--- src/rtl/ticket_sell_if.sv ---
// Handshake and result bundle between the ticket vending front end and
// the ticket/change controller.
interface ticket_sell_if;
  logic [7:0] credit;
  logic [1:0] price_sel;
  logic [1:0] qty;
  logic       buy;
  logic       cancel;
  logic       ticket_out;
  logic       chg50;
  logic       chg10;
  logic       chg5;
  logic       chg1;
  logic [7:0] chg_total;
  logic       clr_credit;
  logic       err_insufficient;
  logic       busy;

  modport master (
    output credit, price_sel, qty, buy, cancel,
    input  ticket_out, chg50, chg10, chg5, chg1, chg_total,
           clr_credit, err_insufficient, busy
  );

  modport slave (
    input  credit, price_sel, qty, buy, cancel,
    output ticket_out, chg50, chg10, chg5, chg1, chg_total,
           clr_credit, err_insufficient, busy
  );
endinterface

--- src/rtl/ticket_sell_ctrl.sv ---
// Ticket sale controller: validates a purchase against the inserted credit,
// issues one ticket pulse per ticket, pays change greedily (50/10/5/1) and
// clears the upstream coin counter when a sale or refund completes.
module ticket_sell_ctrl #(
  parameter logic [7:0] PRICE0 = 8'd5,
  parameter logic [7:0] PRICE1 = 8'd10,
  parameter logic [7:0] PRICE2 = 8'd20,
  parameter logic [7:0] PRICE3 = 8'd50
) (
  input logic         clk,
  input logic         rst,
  ticket_sell_if.slave bus
);

  typedef enum logic [2:0] {IDLE, CHECK, DISPENSE, CHANGE, DONE} state_e;

  state_e     state_q;
  logic [7:0] credit_q;
  logic [1:0] sel_q;
  logic [1:0] qty_q;
  logic [1:0] cnt_q;
  logic [7:0] remain_q;
  logic [7:0] chg_total_q;
  logic       ticket_out_q;
  logic       chg50_q;
  logic       chg10_q;
  logic       chg5_q;
  logic       chg1_q;
  logic       clr_credit_q;
  logic       err_q;
  logic       busy_q;

  logic [7:0] price_d;
  logic [7:0] cost_d;
  logic [7:0] coin_d;

  // Price of the latched selection times the latched quantity; at most 150.
  always_comb begin
    price_d = PRICE0;
    case (sel_q)
      2'd1:    price_d = PRICE1;
      2'd2:    price_d = PRICE2;
      2'd3:    price_d = PRICE3;
      default: price_d = PRICE0;
    endcase
    cost_d = price_d * {6'd0, qty_q};
  end

  // Largest coin that still fits in the remaining change.
  always_comb begin
    coin_d = 8'd1;
    if (remain_q >= 8'd50)      coin_d = 8'd50;
    else if (remain_q >= 8'd10) coin_d = 8'd10;
    else if (remain_q >= 8'd5)  coin_d = 8'd5;
  end

  // Sale FSM; every output is a register updated together with the state.
  always_ff @(posedge clk) begin
    if (rst) begin
      state_q      <= IDLE;
      credit_q     <= 8'd0;
      sel_q        <= 2'd0;
      qty_q        <= 2'd0;
      cnt_q        <= 2'd0;
      remain_q     <= 8'd0;
      chg_total_q  <= 8'd0;
      ticket_out_q <= 1'b0;
      chg50_q      <= 1'b0;
      chg10_q      <= 1'b0;
      chg5_q       <= 1'b0;
      chg1_q       <= 1'b0;
      clr_credit_q <= 1'b0;
      err_q        <= 1'b0;
      busy_q       <= 1'b0;
    end else begin
      ticket_out_q <= 1'b0;
      chg50_q      <= 1'b0;
      chg10_q      <= 1'b0;
      chg5_q       <= 1'b0;
      chg1_q       <= 1'b0;
      clr_credit_q <= 1'b0;
      err_q        <= 1'b0;
      case (state_q)
        IDLE: begin
          if (bus.cancel) begin
            if (bus.credit != 8'd0) begin
              remain_q    <= bus.credit;
              chg_total_q <= bus.credit;
              state_q     <= CHANGE;
              busy_q      <= 1'b1;
            end
          end else if (bus.buy) begin
            credit_q    <= bus.credit;
            sel_q       <= bus.price_sel;
            qty_q       <= bus.qty;
            chg_total_q <= 8'd0;
            state_q     <= CHECK;
            busy_q      <= 1'b1;
          end
        end
        CHECK: begin
          if ((qty_q == 2'd0) || (credit_q < cost_d)) begin
            err_q   <= 1'b1;
            state_q <= IDLE;
            busy_q  <= 1'b0;
          end else begin
            remain_q    <= credit_q - cost_d;
            chg_total_q <= credit_q - cost_d;
            cnt_q       <= qty_q;
            state_q     <= DISPENSE;
          end
        end
        DISPENSE: begin
          ticket_out_q <= 1'b1;
          cnt_q        <= cnt_q - 2'd1;
          if (cnt_q == 2'd1) state_q <= CHANGE;
        end
        CHANGE: begin
          if (remain_q == 8'd0) begin
            clr_credit_q <= 1'b1;
            state_q      <= DONE;
          end else begin
            chg50_q  <= (coin_d == 8'd50);
            chg10_q  <= (coin_d == 8'd10);
            chg5_q   <= (coin_d == 8'd5);
            chg1_q   <= (coin_d == 8'd1);
            remain_q <= remain_q - coin_d;
          end
        end
        DONE: begin
          state_q <= IDLE;
          busy_q  <= 1'b0;
        end
        default: begin
          state_q <= IDLE;
          busy_q  <= 1'b0;
        end
      endcase
    end
  end

  assign bus.ticket_out       = ticket_out_q;
  assign bus.chg50            = chg50_q;
  assign bus.chg10            = chg10_q;
  assign bus.chg5             = chg5_q;
  assign bus.chg1             = chg1_q;
  assign bus.chg_total        = chg_total_q;
  assign bus.clr_credit       = clr_credit_q;
  assign bus.err_insufficient = err_q;
  assign bus.busy             = busy_q;

endmodule

--- src/flat_wrapper.sv ---
// flat-port wrapper written by rule: the top's interface ports become plain ports
module ticket_sell_ctrl_flat 
#(
  parameter logic [7:0] PRICE0 = 8'd5,
  parameter logic [7:0] PRICE1 = 8'd10,
  parameter logic [7:0] PRICE2 = 8'd20,
  parameter logic [7:0] PRICE3 = 8'd50
)
  (clk, rst, bus_credit, bus_price_sel, bus_qty, bus_buy, bus_cancel, bus_ticket_out, bus_chg50, bus_chg10, bus_chg5, bus_chg1, bus_chg_total, bus_clr_credit, bus_err_insufficient, bus_busy);
  ticket_sell_if bus_i ();
  input logic clk;
  input logic rst;
  input wire logic [$bits(bus_i.credit)-1:0] bus_credit;
  input wire logic [$bits(bus_i.price_sel)-1:0] bus_price_sel;
  input wire logic [$bits(bus_i.qty)-1:0] bus_qty;
  input wire logic [$bits(bus_i.buy)-1:0] bus_buy;
  input wire logic [$bits(bus_i.cancel)-1:0] bus_cancel;
  output wire logic [$bits(bus_i.ticket_out)-1:0] bus_ticket_out;
  output wire logic [$bits(bus_i.chg50)-1:0] bus_chg50;
  output wire logic [$bits(bus_i.chg10)-1:0] bus_chg10;
  output wire logic [$bits(bus_i.chg5)-1:0] bus_chg5;
  output wire logic [$bits(bus_i.chg1)-1:0] bus_chg1;
  output wire logic [$bits(bus_i.chg_total)-1:0] bus_chg_total;
  output wire logic [$bits(bus_i.clr_credit)-1:0] bus_clr_credit;
  output wire logic [$bits(bus_i.err_insufficient)-1:0] bus_err_insufficient;
  output wire logic [$bits(bus_i.busy)-1:0] bus_busy;
  assign bus_i.credit = bus_credit;
  assign bus_i.price_sel = bus_price_sel;
  assign bus_i.qty = bus_qty;
  assign bus_i.buy = bus_buy;
  assign bus_i.cancel = bus_cancel;
  assign bus_ticket_out = bus_i.ticket_out;
  assign bus_chg50 = bus_i.chg50;
  assign bus_chg10 = bus_i.chg10;
  assign bus_chg5 = bus_i.chg5;
  assign bus_chg1 = bus_i.chg1;
  assign bus_chg_total = bus_i.chg_total;
  assign bus_clr_credit = bus_i.clr_credit;
  assign bus_err_insufficient = bus_i.err_insufficient;
  assign bus_busy = bus_i.busy;
  ticket_sell_ctrl #(.PRICE0(PRICE0), .PRICE1(PRICE1), .PRICE2(PRICE2), .PRICE3(PRICE3)) u_core (.clk(clk), .rst(rst), .bus(bus_i));
endmodule
--- config.mk ---
export PLATFORM = sky130hd
export DESIGN_NAME = ticket_sell_ctrl_flat
export DESIGN_NICKNAME = d
export VERILOG_FILES = /design/src/rtl/ticket_sell_if.sv /design/src/rtl/ticket_sell_ctrl.sv /design/src/flat_wrapper.sv
export SDC_FILE = /design/constraint.sdc
export NUM_CORES = 1
export LEC_CHECK = 0
export ABC_CLOCK_PERIOD_IN_PS = 7200
export CORE_UTILIZATION = 35
export DETAILED_ROUTE_END_ITERATION = 7
export PLACE_DENSITY = 0.6
export SYNTH_ARGS = -nofsm -noshare
export SYNTH_HDL_FRONTEND = slang
export SYNTH_SLANG_ARGS = --single-unit
export TNS_END_PERCENT = 5
--- constraint.sdc ---
create_clock -name clk -period 7.2 [get_ports clk]
set_clock_uncertainty 0.2 [all_clocks]
set_input_delay 1.08 -clock clk [delete_from_list [all_inputs] [get_ports clk]]
set_output_delay 1.08 -clock clk [all_outputs]
set_load 0.01 [all_outputs]
==> flow_summary.yaml, run 1 <==
min_path:
  min_to: "u_core.credit_q[0]$_SDFFE_PP0P_"
  worstHoldStart: "u_core.credit_q[0]$_SDFFE_PP0P_"
  hold_class: "reg -> reg"
  min_path_cells: 2
synth:
  netlist_area_sq_um: 2765
  synthFlopType: "dfxtp_1"
  synth_edf_count: 0
  synth_cells: 322
  synth-seq-area-share_pct: 29.68
  ys_async_sr_fraction_pct: 0
  postSynthNetCount: 360
  synth-seq-cells: 41
  synth_cell_type_count: 58
  syn_avg_cell_area_sq_um: 8.587
  yosysWarningCount: 0
critical_path:
  crit_path_max_fanout: 16
  r2r_start: "u_core.qty_q[0]$_SDFFE_PP0P_"
  endpoint_kind: "register"
  required_ns: 7.16
  cp.arrival_ns: 3.80
  timing_worst_setup_path_type: "reg -> reg"
  ff2ff_path_depth: 14
  crit_path_start_kind: "register"
  reg2reg_to: "u_core.remain_q[1]$_SDFFE_PP0P_"
  rrSetupSlack_ns: 3.36
grt:
  grt_pass1_wl_microns: 11070
  grt_overflow: 0
  grt_max_degree: 43
  grt_pass1_vias: 2203
  track_usage_pct: 16.80
  antenna_found_initial: 0
clock_tree:
  ctsHoldBuffers: 0
  ctsRootBufferMaster: "clkbuf_8"
  cts_buffer_depth: 2
  cts_tree: "built"
  numCtsBuffers: 5
  clock_latency_ns: 0.30
  clk_pin_slew_ns: 0.09
  post-cts-setup-buffer-count: 0
  post_cts_resized: 0
  cts.sinks: 41
  htreeDepth: 2
place:
  dpl-instance-area_sq_um: 3128
  io_buffers: 31
  dp_hpwl_microns: 4943
  gp_congestion: 0.8170
cells_and_area:
  syn_to_final_growth_pct: 17.29
  fill_cells: 792
  fin_nets: 385
  diodes: 0
  final_area_sq_um: 3243
  drive_above_1_share_pct: 10.34
floorplanning:
  core_sq_um: 7687
  die-height_microns: 90.89
  placementRows: 32
  ioPinCount: 32
  initial_core_util_pct: 35.97
  die_w_microns: 90.89
  die_area_sq_um: 8260
sta:
  setup_tns_ns: 0
  slew_headroom_pct: 46.82
  min_period_ns: 3.837
  period_share_pct: 53.29
  hold_viol: 0
  fmax_ghz: 0.2606
  fin_hold_ws_ns: 0.3050
  rsz0062_at_grt: "false"
  finalMaxSlewViolations: 0
  worst_slew_pin_slew_ns: 0.7977
  setup_viol: 0
drt:
  vias: 2386
  first_pass_iters: 4
  routed_wl_microns: 6594
  drtAntennaViolNets: 0
  drt-initial-drc-count: 110
  drc: 0
  wl_per_cell_microns: 14.65
  via_per_inst: 5.302
power_and_ir_drop:
  clkPwrFrac_pct: 21.3
  p_int_w: 0.0005386
  design_power_total_w: 0.0008862
  p_comb_share_pct: 45.3
  p_switching_w: 0.0003476
  irDropWorstVdd_mv: 0.1298
  p_sw_share_pct: 39.22
  p_leak_nw: 1.196
  power.density_nw_per_um2: 273.2
  sequentialPowerShare_pct: 33.3
flow_run:
  maxCapViolations: 0
status:
  outcome: "completed"
-- power by group through the flow --
stage                     sequential [W]  combinational (W)  clock [W]
after floorplan                 0.000291           0.000308          0
final                           0.000295           0.000402   0.000189
after global placement          0.000301           0.000396          0
after CTS                       0.000295           0.000402   0.000194
after global routing            0.000300           0.000451   0.000204
after detailed placement        0.000300           0.000399          0
-- worst max path at each step --
stage / startpoint / end / slack, ns / cells after the start
floorplan: u_core.qty_q[1]$_SDFFE_PP0P_ / u_core.remain_q[2]$_SDFFE_PP0P_ / 3.61 / 16
global route: u_core.qty_q[0]$_SDFFE_PP0P_ / u_core.remain_q[1]$_SDFFE_PP0P_ / 3.05 / 14
CTS: u_core.qty_q[0]$_SDFFE_PP0P_ / u_core.remain_q[1]$_SDFFE_PP0P_ / 3.35 / 14
global placement: u_core.qty_q[0]$_SDFFE_PP0P_ / u_core.remain_q[1]$_SDFFE_PP0P_ / 3.46 / 14
detailed placement: u_core.qty_q[0]$_SDFFE_PP0P_ / u_core.remain_q[1]$_SDFFE_PP0P_ / 3.39 / 14
finish: u_core.qty_q[0]$_SDFFE_PP0P_ / u_core.remain_q[1]$_SDFFE_PP0P_ / 3.36 / 14
-- area by class of cell --
class / count / area, sq um / share of cell area (%)
clock buffers: 5 / 68.82 / 2.122
clock inverters: 3 / 46.29 / 1.427
inverters: 11 / 41.29 / 1.273
multi-input cells: 255 / 1813 / 55.90
flip-flops and latches: 41 / 820.8 / 25.31
well taps: 102 / 127.6 / 3.935
repair buffers: 33 / 325.3 / 10.03
-- through the flow --
stage	std cells	utilization [%]	setup WS (ns)
2_1_floorplan	322	-	3.615
3_3_place_gp	442	40.69	3.464
3_5_place_dp	442	40.69	3.394
4_1_cts	450	42.19	3.353
5_1_grt	450	42.19	3.052
6_report	450	42.19	3.363
-- state kept, by name, summed over array words and instances, names as in the netlist, 2 cells and up --
name / count
u_core.bus.chg_total: 8
u_core.cnt_q: 2
u_core.credit_q: 8
u_core.qty_q: 2
u_core.remain_q: 8
u_core.sel_q: 2
u_core.state_q: 3
-- cells by family after synthesis --
kind of cell | Yosys count | share of synthesized area [%]
xor+xnor | 4 | 1.267
buf+inv | 26 | 4.751
flops | 41 | 29.68
mux | 13 | 4.706
simple gates | 123 | 22.85
compound gates | 93 | 26.24
fa+ha+maj | 22 | 10.50
-- layout by cell type (no fill, tap or decap), drive strengths merged, types with 2 or more instances in the layout --
cell           instances
nor2                  51
dfxtp                 41
clkdlybuf4s50         31
a211oi                22
ha                    20
a21oi                 17
o21ai                 15
nor3                  14
nor2b                 13
mux2i                 13
nand2                 12
inv                   11
o21a                   8
and2                   8
or2                    6
nand2b                 5
a221oi                 5
a31oi                  5
clkbuf                 5
nor4                   5
nand3                  3
o31ai                  3
xor2                   2
a21o                   2
o22ai                  2
xnor2                  2
o31a                   2
fa                     2
buf                    2
a211o                  2
or4                    2
-- routing by layer --
layer	up-vias	global-route usage (%)	wire length (microns)
met4	0	3.571	43
met1	1109	24.05	3416
met3	4	2.862	214
met5	-	0	0
li1	1227	-	-
met2	46	26.33	2919
-- worst max-delay path, cell delays in order (launching register included) --
cell      delay [ns]
dfxtp_1         0.44
nor2b_1         0.24
ha_1            0.26
a21oi_1         0.22
nor2b_1         0.09
o21a_1          0.19
o21a_1          0.19
or2_2           0.29
ha_1            0.32
a21o_1          0.24
nor3_1          0.33
a211o_4         0.24
o311ai_4        0.21
nor2_1          0.19
a211oi_2        0.06
-- cells in the mapped netlist, types with 2 or more instances --
master / count / area, sq um
mux2i_1: 13 / 130.1
o31a_1: 2 / 17.52
xnor2_1: 2 / 17.52
and2_1: 6 / 37.54
inv_1: 11 / 41.29
nor2b_1: 13 / 81.33
o21ai_0: 12 / 60.06
nor2_1: 48 / 180.2
a21o_1: 2 / 15.01
or2_2: 6 / 37.54
a221oi_1: 5 / 43.79
dfxtp_1: 41 / 820.8
nand3_1: 3 / 15.01
a31oi_1: 5 / 31.28
nor2_2: 3 / 18.77
nand2b_1: 5 / 31.28
o31ai_1: 2 / 15.01
a211oi_2: 7 / 87.58
nor3_1: 13 / 65.06
clkbuf_1: 9 / 33.78
buf_6: 4 / 45.04
ha_1: 20 / 250.2
a21oi_1: 17 / 85.08
a211oi_1: 15 / 112.6
nor4_1: 4 / 25.02
xor2_1: 2 / 17.52
fa_1: 2 / 40.04
o22ai_1: 2 / 12.51
o21a_1: 8 / 60.06
nand2_1: 12 / 45.04
No activity file was read; power rests on OpenSTA's default activity.
==> inputs of run 2 (changes only) <==
--- a/config.mk
+++ b/config.mk
@@ -5,10 +5,10 @@
 export SDC_FILE = /design/constraint.sdc
 export NUM_CORES = 1
 export LEC_CHECK = 0
-export ABC_CLOCK_PERIOD_IN_PS = 7200
+export ABC_CLOCK_PERIOD_IN_PS = 3200
 export CORE_UTILIZATION = 35
 export DETAILED_ROUTE_END_ITERATION = 7
-export PLACE_DENSITY = 0.6
+export PLACE_DENSITY = 0.62
 export SYNTH_ARGS = -nofsm -noshare
 export SYNTH_HDL_FRONTEND = slang
 export SYNTH_SLANG_ARGS = --single-unit
==> constraint.sdc (replaced) <==
create_clock -name clk -period 3.2 [get_ports clk]
set_clock_uncertainty 0.2 [all_clocks]
set_input_delay 0.48 -clock clk [delete_from_list [all_inputs] [get_ports clk]]
set_output_delay 0.48 -clock clk [all_outputs]
set_load 0.01 [all_outputs]
==> run 2 against run 1 <==
Net effect: the run now ends with negative setup slack left; via count rose by 12%; highest routed layer unchanged; fmax rose by 13%; clock-buffer cell count did not move; routed wire length rose by 18%; combinational power rose to 2.7 times the previous value; clock power rose by 120%; first-iteration DRC count rose by 30%; sequential power rose by 130%; critical path depth did not move.
==> flow_summary.yaml, run 2 (synthesis gave the netlist of run 1 again) <==
grt:
  track_usage_pct: 19.49
  grt_use_met2_pct: 32.58
  grt_max_degree: 43
  antenna_found_initial: 0
  grt.met1_usage_pct: 25.18
  grt_pass1_wl_microns: 12880
  use_met3_pct: 3.535
  grt_overflow: 0
  grt_pass1_vias: 2633
  top_usage_layer: "met2"
clock_tree:
  numCtsBuffers: 5
  clk_pin_slew_ns: 0.08
  ctsHoldBuffers: 0
  cts_tree: "built"
  clock_latency_ns: 0.29
  htreeDepth: 2
  cts.sinks: 41
  cts_buffer_depth: 2
  ctsRootBufferMaster: "clkbuf_8"
critical_path:
  endpoint_kind: "register"
  crit_path_max_fanout: 8
  rrSetupSlack_ns: -0.18
  timing_worst_setup_path_type: "reg -> reg"
  cp.buffers_inverters: 0
  cpLargestDelayFamily: "compound AO/OA/AOI/OAI gates"
  crit_path_max_incr_delay_ns: 0.42
  ff2ff_path_depth: 14
  cp.arrival_ns: 3.35
  cp_common_cell: "o21a_1"
  crit_cells: 14
  crit_path_start_kind: "register"
  required_ns: 3.17
  crit_chain: "and2_4 > nor2b_4 > ha_1 > nor2b_1 > o21a_1 > o21a_1 > or2_4 > ha_4 > o211a_4 > o31ai_4 > a211o_4 > o311ai_4 > o21ai_1 > o2bb2ai_1"
  cpMaxStageDelayCell: "a211o_4"
drt:
  drc: 0
  vias: 2664
  routed_wl_microns: 7792
  first_pass_iters: 4
  drt-initial-drc-count: 143
  via_per_inst: 5.470
  drtAntennaViolNets: 0
  wl_per_cell_microns: 16.00
cells_and_area:
  mostFrequentLayoutCells: "45 x nor2_1, 39 x dfxtp_1, 37 x buf_4"
  fin_nets: 423
  diodes: 0
  syn_to_final_growth_pct: 34.52
  layout_commonest_cell: "nor2_1"
  drive_above_1_share_pct: 25.71
power_and_ir_drop:
  irDropWorstVdd_mv: 0.2426
  p_leak_nw: 1.406
  power.density_nw_per_um2: 579.5
status:
  outcome: "finished with violations"
  violations: "negative setup slack"
floorplanning:
  die_w_microns: 90.89
  die-height_microns: 90.89
  core_sq_um: 7687
  die_area_sq_um: 8260
  initial_core_util_pct: 35.97
  placementRows: 32
  ioPinCount: 32
sta:
  finalMaxSlewViolations: 0
  slew_headroom_pct: 52.86
  hold_viol: 0
  period_share_pct: 105.7
  worst_slew_pin_slew_ns: 0.7061
  setup_viol: 19
  fmax_ghz: 0.2957
  min_period_ns: 3.382
  setup_tns_ns: -2.559
  setup_ws_ns: -0.1821
  rsz0062_at_grt: "true"
place:
  gp_congestion: 0.8296
  io_buffers: 31
  dp_hpwl_microns: 5382
  place_ws_ns: -0.2695
flow_run:
  maxCapViolations: 0
min_path:
  hold_class: "reg -> reg"
  min_path_cells: 2
## run 2: cell count changes in the layout (fill, tap and decap cells not counted), sizes merged
cell,before,now
o311ai,1,2
o31ai,3,4
buf,2,38
clkinvlp,1,0
## run 2: final timing paths
kind,endpoint,startpoint
max,u_core.remain_q[6]$_SDFFE_PP0P_,u_core.sel_q[0]$_SDFFE_PP0P_
min,u_core.bus.busy$_SDFFE_PP0P_,u_core.bus.busy$_SDFFE_PP0P_
max reg2reg,u_core.remain_q[6]$_SDFFE_PP0P_,u_core.sel_q[0]$_SDFFE_PP0P_
min reg2reg,u_core.bus.busy$_SDFFE_PP0P_,u_core.bus.busy$_SDFFE_PP0P_
## run 2: layout make-up
cell class                 instances  area (sq um)
clock buffer                       5         68.82
multi-input combinational        257          2022
fill                             757          3968
inverter                          11         41.29
sequential                        41         825.8
clock inverter                     2         35.03
tap                              102         127.6
timing repair buffer              69         599.3
## run 2: worst min-delay path, stage by stage (launching register included)
cell and delay (ns):
dfxtp_1 0.33, o21ai_0 0.07, a211oi_1 0.06
## run 2: repair_timing
| item | CTS | global route |
|---|---|---|
| cloned | 2 | 0 |
| setup endpoints to repair | 20 | 21 |
| resized for setup | 15 | 13 |
| hold endpoints to repair | 0 | 0 |
| pin swaps | 7 | 9 |
| buffers inserted | 4 | 4 |
## run 2: report_power, final
part	internal (W)	leakage, nW	switching, W
logic	0.000499	1.01	0.000572
registers	0.000579	0.337	0.0000929
clock network	0.000227	0.0540	0.000185
## run 2: per-layer routing
| layer | vias up | wire length [microns] | part of all wire [%] |
|---|---|---|---|
| met5 | - | 0 | 0 |
| met4 | 0 | 231 | 3.0 |
| met3 | 19 | 424 | 5.4 |
| met2 | 86 | 3579 | 46 |
| met1 | 1249 | 3556 | 46 |
| li1 | 1310 | - | - |
## run 2: stage by stage
stage	power, W	std cells	cell area [sq um]	hold WS, ns	util (%)
after global placement	0.001615	470	3383	0.2768	44.01
after CTS	0.002113	483	3623	0.3127	47.14
after global routing	0.002307	487	3720	0.3318	48.39
final	0.002156	487	3720	0.3058	48.39
after floorplan	0.001356	322	2820	0.2604	-
after detailed placement	0.001629	470	3383	0.2936	44.01
==> inputs of run 3 (changes only) <==
--- a/config.mk
+++ b/config.mk
@@ -5,10 +5,12 @@
 export SDC_FILE = /design/constraint.sdc
 export NUM_CORES = 1
 export LEC_CHECK = 0
-export ABC_CLOCK_PERIOD_IN_PS = 3200
+export ABC_CLOCK_PERIOD_IN_PS = 4200
 export CORE_UTILIZATION = 35
+export CTS_BUF_LIST = sky130_fd_sc_hd__clkbuf_8
 export DETAILED_ROUTE_END_ITERATION = 7
-export PLACE_DENSITY = 0.62
+export PLACE_DENSITY = 0.6
+export SETUP_SLACK_MARGIN = 0.3
 export SYNTH_ARGS = -nofsm -noshare
 export SYNTH_HDL_FRONTEND = slang
 export SYNTH_SLANG_ARGS = --single-unit
==> constraint.sdc (replaced) <==
create_clock -name clk -period 4.2 [get_ports clk]
set_clock_uncertainty 0.2 [all_clocks]
set_input_delay 0.63 -clock clk [delete_from_list [all_inputs] [get_ports clk]]
set_output_delay 0.63 -clock clk [all_outputs]
set_load 0.01 [all_outputs]
==> run 3 against run 2 <==
Net effect: the flow now finishes without violations; clock-buffer cell count rose by 1; sequential share of layout area rose by 2.6 points; sequential power fell by 24%; largest power group unchanged; critical endpoint unchanged; fmax fell by 10%; critical path type unchanged.
==> flow_summary.yaml, run 3 (synthesis gave the netlist of run 1 again) <==
sta:
  setup_tns_ns: 0
  fmax_ghz: 0.2649
  min_period_ns: 3.774
  period_share_pct: 89.87
  worst_slew_pin_slew_ns: 1.106
  slew_headroom_pct: 26.03
  finalMaxSlewViolations: 0
  hold_viol: 0
  setup_viol: 0
  rsz0062_at_grt: "true"
power_and_ir_drop:
  power.density_nw_per_um2: 474.1
  p_leak_nw: 1.231
  irDropWorstVdd_mv: 0.1962
drt:
  drtAntennaViolNets: 0
  wl_per_cell_microns: 15.50
  first_pass_iters: 5
  drt-initial-drc-count: 120
  vias: 2467
  via_per_inst: 5.422
  drc: 0
  routed_wl_microns: 7052
floorplanning:
  die-height_microns: 90.89
  ioPinCount: 32
  core_sq_um: 7687
  initial_core_util_pct: 35.97
  die_area_sq_um: 8260
  die_w_microns: 90.89
  placementRows: 32
min_path:
  worstHoldStart: "u_core.bus.busy$_SDFFE_PP0P_"
  min_path_cells: 2
  min_to: "u_core.bus.busy$_SDFFE_PP0P_"
  hold_class: "reg -> reg"
cells_and_area:
  drive_above_1_share_pct: 13.03
  fin_nets: 390
  mostFrequentLayoutCells: "48 x nor2_1, 39 x dfxtp_1, 31 x clkdlybuf4s50_1"
  diodes: 0
  syn_to_final_growth_pct: 20.00
  stdcell_count: 455
  layout_commonest_cell: "nor2_1"
clock_tree:
  cts.sinks: 41
  clk_pin_slew_ns: 0.08
  ctsHoldBuffers: 0
  numCtsBuffers: 5
  cts_tree: "built"
  ctsRootBufferMaster: "clkbuf_8"
  htreeDepth: 2
  clock_latency_ns: 0.29
  cts_buffer_depth: 2
flow_run:
  maxCapViolations: 0
critical_path:
  reg2reg_to: "u_core.remain_q[6]$_SDFFE_PP0P_"
  crit_path_start_kind: "register"
  r2r_start: "u_core.qty_q[1]$_SDFFE_PP0P_"
  required_ns: 4.15
  cp.arrival_ns: 3.73
  ff2ff_path_depth: 14
  timing_worst_setup_path_type: "reg -> reg"
  crit_start: "u_core.qty_q[1]$_SDFFE_PP0P_"
  rrSetupSlack_ns: 0.43
  crit_path_max_fanout: 16
  endpoint_kind: "register"
grt:
  grt_pass1_wl_microns: 11440
  grt_overflow: 0
  antenna_found_initial: 0
  grt_pass1_vias: 2328
  track_usage_pct: 17.40
  grt_max_degree: 29
place:
  io_buffers: 31
  dp.cells: 442
  gp_congestion: 0.8040
  dp_hpwl_microns: 5094
status:
  outcome: "completed"
run 3: metrics by stage:
| stage | setup slack (ns) | power, W | util, % | hold slack (ns) | instance area, sq um |
|---|---|---|---|---|---|
| global route | 0.2631 | 0.001699 | 43.16 | 0.3431 | 3318 |
| floorplan | 0.6145 | 0.001028 | - | 0.2604 | 2765 |
| detailed placement | 0.3993 | 0.001207 | 40.69 | 0.2962 | 3128 |
| finish | 0.4256 | 0.001573 | 43.16 | 0.3009 | 3318 |
| CTS | 0.3602 | 0.001549 | 42.25 | 0.3106 | 3248 |
| global placement | 0.4831 | 0.001198 | 40.69 | 0.2787 | 3128 |
run 3: timing repair:
item                                    4_1_cts  5_1_grt
endpoints found under the setup margin        0       19
buffers inserted                              0        4
gates resized for setup                       0        7
run 3: how the worst max path moves through the flow:
stage | endpoint | slack (ns) | cells after the start
after CTS | u_core.remain_q[1]$_SDFFE_PP0P_ | 0.36 | 14
after floorplan | u_core.remain_q[2]$_SDFFE_PP0P_ | 0.61 | 16
final | u_core.remain_q[6]$_SDFFE_PP0P_ | 0.43 | 14
after detailed placement | u_core.remain_q[6]$_SDFFE_PP0P_ | 0.40 | 14
after global placement | u_core.remain_q[1]$_SDFFE_PP0P_ | 0.48 | 14
after global routing | u_core.remain_q[6]$_SDFFE_PP0P_ | 0.26 | 14
run 3: layer usage:
metal  vias to the layer above  routed length (microns)  track usage (%)
met1                      1173                     3594            24.72
li1                       1237                        -                -
met4                         0                       78            4.630
met5                         -                        0                0
met3                         6                      268            3.030
met2                        51                     3110            27.02
run 3: cell type report:
| type | instances | area [sq um] |
|---|---|---|
| clock inverter | 2 | 37.54 |
| inverter | 11 | 41.29 |
| sequential | 41 | 823.3 |
| tap | 102 | 127.6 |
| fill | 800 | 4369 |
| clock buffer | 6 | 82.58 |
| timing repair buffer | 37 | 371.6 |
| multi-input combinational | 256 | 1834 |
run 3: critical path, stage by stage (launching register included):
cell       delay, ns
dfxtp_1         0.35
and2_2          0.24
ha_1            0.29
a21oi_1         0.22
nor2b_1         0.09
o21a_1          0.21
o21a_1          0.20
or2_2           0.29
ha_1            0.33
o211a_1         0.17
o31ai_1         0.13
a211o_4         0.41
o311ai_4        0.18
o21ai_1         0.16
o2bb2ai_1       0.15
run 3: where the power goes:
part | internal (W) | switching, W | leakage [nW]
combinational | 0.000326 | 0.000402 | 0.837
clock | 0.000193 | 0.000143 | 0.0574
sequential | 0.000442 | 0.0000667 | 0.337
total | 0.000961 | 0.000612 | 1.23
